`src/rtl/proj_hv_pkg.sv`:
```
// Shared constants, pair type and FSM state encoding for the projection binder.
package proj_hv_pkg;
  localparam int PROJ_DHV_SIZE   = 4000;
  localparam int PROJ_IN_WIDTH   = 16;
  localparam int PROJ_ADDR_WIDTH = 8;
  localparam int NUM_WORDS       = PROJ_DHV_SIZE / PROJ_IN_WIDTH;
  localparam int NUM_PAIRS       = NUM_WORDS / 2;

  typedef logic [2*PROJ_IN_WIDTH-1:0] proj_pair_t;

  typedef enum logic [1:0] {
    ST_IDLE  = 2'd0,
    ST_FETCH = 2'd1,
    ST_DRAIN = 2'd2,
    ST_DONE  = 2'd3
  } proj_state_t;
endpackage

```
`src/rtl/proj_pair_fifo.sv`:
```
// Two-entry FIFO holding returned memory word pairs until a key pair arrives.
module proj_pair_fifo
  import proj_hv_pkg::*;
#(
  parameter int WIDTH = $bits(proj_pair_t)
) (
  input  logic             clk,
  input  logic             reset,
  input  logic             push,
  input  logic             pop,
  input  logic [WIDTH-1:0] din,
  output logic [WIDTH-1:0] dout,
  output logic [1:0]       count,
  output logic             empty
);
  logic [WIDTH-1:0] slot0, slot1;
  logic             wr_ptr, rd_ptr;

  always_ff @(posedge clk) begin
    if (reset) begin
      slot0  <= '0;
      slot1  <= '0;
      wr_ptr <= 1'b0;
      rd_ptr <= 1'b0;
      count  <= 2'd0;
    end else begin
      if (push) begin
        if (wr_ptr) slot1 <= din;
        else        slot0 <= din;
        wr_ptr <= ~wr_ptr;
      end
      if (pop) rd_ptr <= ~rd_ptr;
      count <= count + 2'(push) - 2'(pop);
    end
  end

  assign dout  = rd_ptr ? slot1 : slot0;
  assign empty = (count == 2'd0);
endmodule

```
`src/rtl/proj_hv_binder.sv`:
```
// Sweeps the projection memory two words per cycle and XOR-binds each pair with a key pair.
// Optional Hamming-weight accumulator is built when PROJ_HV_WEIGHT_EN is defined.
//
// state | meaning
// IDLE  | waiting for start with the projection loaded
// FETCH | issuing pair reads, binding as keys arrive
// DRAIN | all reads issued, emptying FIFO and output register
// DONE  | one-cycle end-of-sweep pulse
module proj_hv_binder
  import proj_hv_pkg::*;
#(
  parameter int DHV_SIZE   = PROJ_DHV_SIZE,
  parameter int IN_WIDTH   = PROJ_IN_WIDTH,
  parameter int ADDR_WIDTH = PROJ_ADDR_WIDTH
) (
  input  logic                  clk,
  input  logic                  reset,
  input  logic                  start,
  input  logic                  proj_ready,
  output logic                  busy,
  output logic                  done,
  output logic                  mem_re,
  output logic [ADDR_WIDTH-1:0] mem_addr0,
  output logic [ADDR_WIDTH-1:0] mem_addr1,
  input  logic [IN_WIDTH-1:0]   mem_out0,
  input  logic [IN_WIDTH-1:0]   mem_out1,
  input  logic                  key_valid,
  output logic                  key_ready,
  input  logic [2*IN_WIDTH-1:0] key_data,
  output logic                  bound_valid,
  input  logic                  bound_ready,
  output logic [2*IN_WIDTH-1:0] bound_data,
  output logic                  bound_last
`ifdef PROJ_HV_WEIGHT_EN
  ,
  output logic [$clog2(DHV_SIZE+1)-1:0] weight
`endif
);
  localparam int PAIRS = DHV_SIZE / IN_WIDTH / 2;
  localparam int PW    = $clog2(PAIRS + 1);

  proj_state_t           state;
  logic [PW-1:0]         next_pair;
  logic [PW-1:0]         out_idx;
  logic                  data_pend;
  logic [1:0]            fifo_count;
  logic                  fifo_empty;
  logic [2*IN_WIDTH-1:0] fifo_head;
  logic                  load, push, can_issue, start_acc;

  // Memory holds its output until the next read, so an unpushed pair waits there.
  assign load      = !fifo_empty && key_valid && (!bound_valid || bound_ready);
  assign push      = data_pend && ((fifo_count != 2'd2) || load);
  assign can_issue = ({1'b0, fifo_count} + {2'b0, mem_re}) < (3'd2 + {2'b0, load});
  assign start_acc = (state == ST_IDLE) && start && proj_ready;
  assign key_ready = load;

  proj_pair_fifo #(.WIDTH(2*IN_WIDTH)) u_fifo (
    .clk   (clk),
    .reset (reset),
    .push  (push),
    .pop   (load),
    .din   ({mem_out1, mem_out0}),
    .dout  (fifo_head),
    .count (fifo_count),
    .empty (fifo_empty)
  );

  always_ff @(posedge clk) begin
    if (reset) begin
      state     <= ST_IDLE;
      busy      <= 1'b0;
      done      <= 1'b0;
      mem_re    <= 1'b0;
      mem_addr0 <= '0;
      mem_addr1 <= '0;
      next_pair <= '0;
      data_pend <= 1'b0;
    end else begin
      mem_re    <= 1'b0;
      data_pend <= mem_re || (data_pend && !push);
      case (state)
        ST_IDLE: begin
          if (start_acc) begin
            state     <= (PAIRS == 1) ? ST_DRAIN : ST_FETCH;
            busy      <= 1'b1;
            mem_re    <= 1'b1;
            mem_addr0 <= ADDR_WIDTH'(0);
            mem_addr1 <= ADDR_WIDTH'(1);
            next_pair <= PW'(1);
          end
        end
        ST_FETCH: begin
          if (can_issue) begin
            mem_re    <= 1'b1;
            mem_addr0 <= ADDR_WIDTH'({next_pair, 1'b0});
            mem_addr1 <= ADDR_WIDTH'({next_pair, 1'b1});
            next_pair <= next_pair + PW'(1);
            if (next_pair == PW'(PAIRS - 1)) state <= ST_DRAIN;
          end
        end
        ST_DRAIN: begin
          if (bound_valid && bound_ready && bound_last) begin
            state <= ST_DONE;
            done  <= 1'b1;
          end
        end
        default: begin
          state <= ST_IDLE;
          busy  <= 1'b0;
          done  <= 1'b0;
        end
      endcase
    end
  end

  always_ff @(posedge clk) begin
    if (reset) begin
      bound_valid <= 1'b0;
      bound_data  <= '0;
      bound_last  <= 1'b0;
      out_idx     <= '0;
    end else begin
      if (start_acc) out_idx <= '0;
      if (load) begin
        bound_valid <= 1'b1;
        bound_data  <= fifo_head ^ key_data;
        bound_last  <= (out_idx == PW'(PAIRS - 1));
        out_idx     <= out_idx + PW'(1);
      end else if (bound_ready) begin
        bound_valid <= 1'b0;
        bound_last  <= 1'b0;
      end
    end
  end

`ifdef PROJ_HV_WEIGHT_EN
  localparam int WW = $clog2(DHV_SIZE + 1);
  always_ff @(posedge clk) begin
    if (reset || start_acc) weight <= '0;
    else if (bound_valid && bound_ready) weight <= weight + WW'($countones(bound_data));
  end
`endif
endmodule

```
`config.mk`:
```
export PLATFORM = sky130hd
export DESIGN_NAME = proj_hv_binder
export DESIGN_NICKNAME = d
export VERILOG_FILES = /design/src/rtl/proj_hv_pkg.sv /design/src/rtl/proj_pair_fifo.sv /design/src/rtl/proj_hv_binder.sv
export SDC_FILE = /design/constraint.sdc
export NUM_CORES = 1
export LEC_CHECK = 0
export BUFFER_PORTS_ARGS = -buffer_cell sky130_fd_sc_hd__buf_2
export CORE_MARGIN = 3
export CORE_UTILIZATION = 45
export CTS_CLUSTER_SIZE = 28
export DETAILED_ROUTE_END_ITERATION = 12
export GPL_ROUTABILITY_DRIVEN = 0
export PLACE_DENSITY = 0.68
export SLEW_MARGIN = 20
export SYNTH_ARGS = -nofsm -noshare
export SYNTH_HDL_FRONTEND = slang
export SYNTH_HIERARCHICAL = 1
export SYNTH_SLANG_ARGS = --single-unit
export TNS_END_PERCENT = 30
```
`constraint.sdc`:
```
create_clock -name clk -period 2.26 [get_ports clk]
set_input_delay 0.452 -clock clk [delete_from_list [all_inputs] [get_ports clk]]
set_output_delay 0.452 -clock clk [all_outputs]
set_load 0.1 [all_outputs]
```
==> results.yml <==
outcome:
  run_status: "completed"
route:
  postRouteAntennaNets: 0
  drt_wl_total_um: 13700
  vias: 4935
  routedWlPerCell_um: 14.5
  drtIter0Drc: 292
  drt-pass1-iter-count: 5
  via_per_inst: 5.22
  drc: 0
setup_path:
  critical_path.startpoint_type: "flop"
  path_max_fanout: 6
  crit_path_end_kind: "output pin"
  required_ps: 1810
  critPathKind: "flop to output pin"
  arrival_ps: 1700
timing:
  rsz0062_at_grt: "yes"
  tns_ps: 0
  worst_slew_pin_slew_ps: 630
  period_needed_ps: 2150
  finClkSkew_ps: 6.34
  relSlewSlack: 0.580
  worst_slack_ps: 111
  min_period_over_period: 0.951
  drv_slew: 0
  max_clock_freq_mhz: 465
  hold_slack_ps: 288
  hold_violations: 0
  setup_viol: 0
placed_design:
  place_ws_ps: 150
  placement.cell_area_sq_um: 6460
  port_buffers: 122
  dpl.hpwl_um: 9370
floorplanning:
  start_util: 0.472
  num_rows: 40
  top_level_ports: 124
  die_area_sq_um: 14400
  die_w_um: 120
  die_h_um: 120
  core_area_sq_um: 12400
global_route:
  grt_max_degree: 63
  grtUsageTotal: 0.191
  grt_pass1_vias: 4724
  grt_pass1_wl_um: 21900
  overflow: 0
  grt_antenna_before_repair: 1
cts:
  cts.sinks: 130
  clock_latency_ps: 410
  cts_buffers: 17
  cts-root-buf: "clkbuf_16"
  cts_tree: "done"
  cts_max_level: 4
  clock_path_buffers: 2
  cts_resized: 0
  clkSlewWorstSetupHoldPaths_ps: 60
yosys:
  synth_edf_count: 0
  synth_cells: 665
  synth_ff_type: "dfxtp_1"
  ys.warnings.count: 6
  async_flop_share: 0
  synth_top_area_frac: 0.446
  syn_avg_cell_area_sq_um: 8.77
  synth_cell_type_count: 51
  syn_nets: 747
  synth-seq-cells: 130
  ys_top_cells_by_area: "dfxtp_1 45%, nand2_1 9.1%, a21oi_1 6.3%"
  ys_seq_area_frac: 0.446
  mappedNetlistArea_sq_um: 5830
  synth_top_area_cell: "dfxtp_1"
finish:
  drive_above_1_share: 0.283
  final_nets: 848
  finish.utilization: 0.571
  diodes: 0
  fin_area_sq_um: 7060
  nFillCells: 1121
  syn2layout_area_growth_pct: 21.0
power:
  switching_power_mw: 4.21
  p_comb_frac: 0.420
  p_clk_frac: 0.282
  p_int_mw: 5.51
  ir_drop_mv: 0.964
  pwr-share-seq: 0.298
  switching_share: 0.433
  p_leak_nw: 2.77
  cellPowerDensity_nw_per_um2: 1380
hold_path:
  hp-class: "primary input to flop"
flow_run:
  maxCapViolCount: 0
==> placed cells by master (no fill, tap or decap), drive strengths merged, types with 2 or more instances in the layout <==
cell	netlist	layout
nand3	5	5
and2	2	2
o21ai	11	11
nand2b	4	4
nor3	9	9
nor2	46	46
a211o	4	4
inv	12	13
and3	2	2
a31oi	4	4
dfxtp	130	130
clkbuf	12	21
clkinv	1	6
xnor2	34	34
a32o	4	4
nand2	142	142
bufinv	0	3
buf	44	138
a211oi	34	34
a41oi	3	3
a21oi	81	81
nor2b	5	5
a311oi	2	2
nand4	12	12
mux2	33	33
nand3b	2	2
ha	12	12
==> registers in the layout, summed over array words and instances, names as in the netlist <==
register	flops
data_pend	1
state	2
bound_valid	1
bound_last	1
mem_addr0	1
done	1
mem_addr1	7
u_fifo/slot0	32
u_fifo/count	2
bound_data	32
busy	1
next_pair	7
u_fifo/rd_ptr	1
mem_re	1
out_idx	7
u_fifo/slot1	32
u_fifo/wr_ptr	1
==> what timing repair did <==
| item | in CTS | in global routing |
|---|---|---|
| setup endpoints to repair | 0 | 24 |
| hold buffers | 0 | 0 |
| setup buffers | 0 | 0 |
==> worst max-delay path: stages, from the launching register on <==
cell and delay [ps]:
dfxtp_1 430, nor2_1 120, nor2b_4 180, nand2_1 150, inv_2 210, buf_12 200
==> per-stage QoR <==
step / power, mW / cells
after floorplan: 6.35 / 665
after global routing: 10.2 / 946
after detailed placement: 7.03 / 915
after global placement: 6.94 / 915
final: 9.72 / 946
after CTS: 9.81 / 946
==> worst paths after layout <==
kind,slack (ps),cells past startpoint,to,from
worst max-delay path,110,5,key_ready,u_fifo/count[1]
worst min-delay path,290,3,u_fifo/slot0[24],mem_out1[8]
worst max register to register,160,8,u_fifo/slot0[1],u_fifo/count[1]
worst min register to register,450,2,u_fifo/slot1[14],u_fifo/slot1[14]
==> Yosys cell counts (all sizes together), types with 9 or more instances <==
cell type and count:
nor2 46, ha 12, mux2 33, dfxtp 130
inv 12, nor3 9, a211oi 34, clkbuf 12
buf 44, a21oi 81, o21ai 11, nand4 12
nand2 142, xnor2 34
==> cell type report <==
type                            instances  area [sq um]  share of cell area
Multi-Input combinational cell        466          2820               0.400
Sequential cell                       130          2610               0.370
Timing Repair Buffer                  138           773               0.110
Clock buffer                           21           462              0.0654
Tap cell                              168           210              0.0298
Clock inverter                         10           131              0.0186
Inverter                               13          48.8             0.00691
==> logic make-up (layout without fill, tap and decap cells) <==
family | Yosys count | after routing | share of synthesized area
mux | 34 | 34 | 0.0661
flops | 130 | 130 | 0.446
fa+ha+maj | 12 | 12 | 0.0257
simple gates | 233 | 233 | 0.171
other cells | 1 | 1 | 0.000643
compound gates | 151 | 151 | 0.167
buf+inv | 69 | 182 | 0.0704
xor+xnor | 35 | 35 | 0.0526
==> power groups by stage <==
stage | Combinational (mW) | Clock [mW] | Sequential [mW]
final | 4.08 | 2.75 | 2.90
after detailed placement | 4.09 | 0 | 2.94
after floorplan | 1.86 | 0 | 4.49
after global routing | 4.35 | 2.91 | 2.94
after global placement | 4.02 | 0 | 2.92
after CTS | 4.10 | 2.81 | 2.90
==> metal layers <==
layer  global-route usage  vias to the layer above  part of all wire
met2                0.311                      136              0.49
met4               0.0838                        2             0.010
li1                     -                     2470                 -
met5                    0                        -           0.00095
met1                0.226                     2314              0.44
met3               0.0697                       13             0.057
No activity file was read; power rests on OpenSTA's default activity.
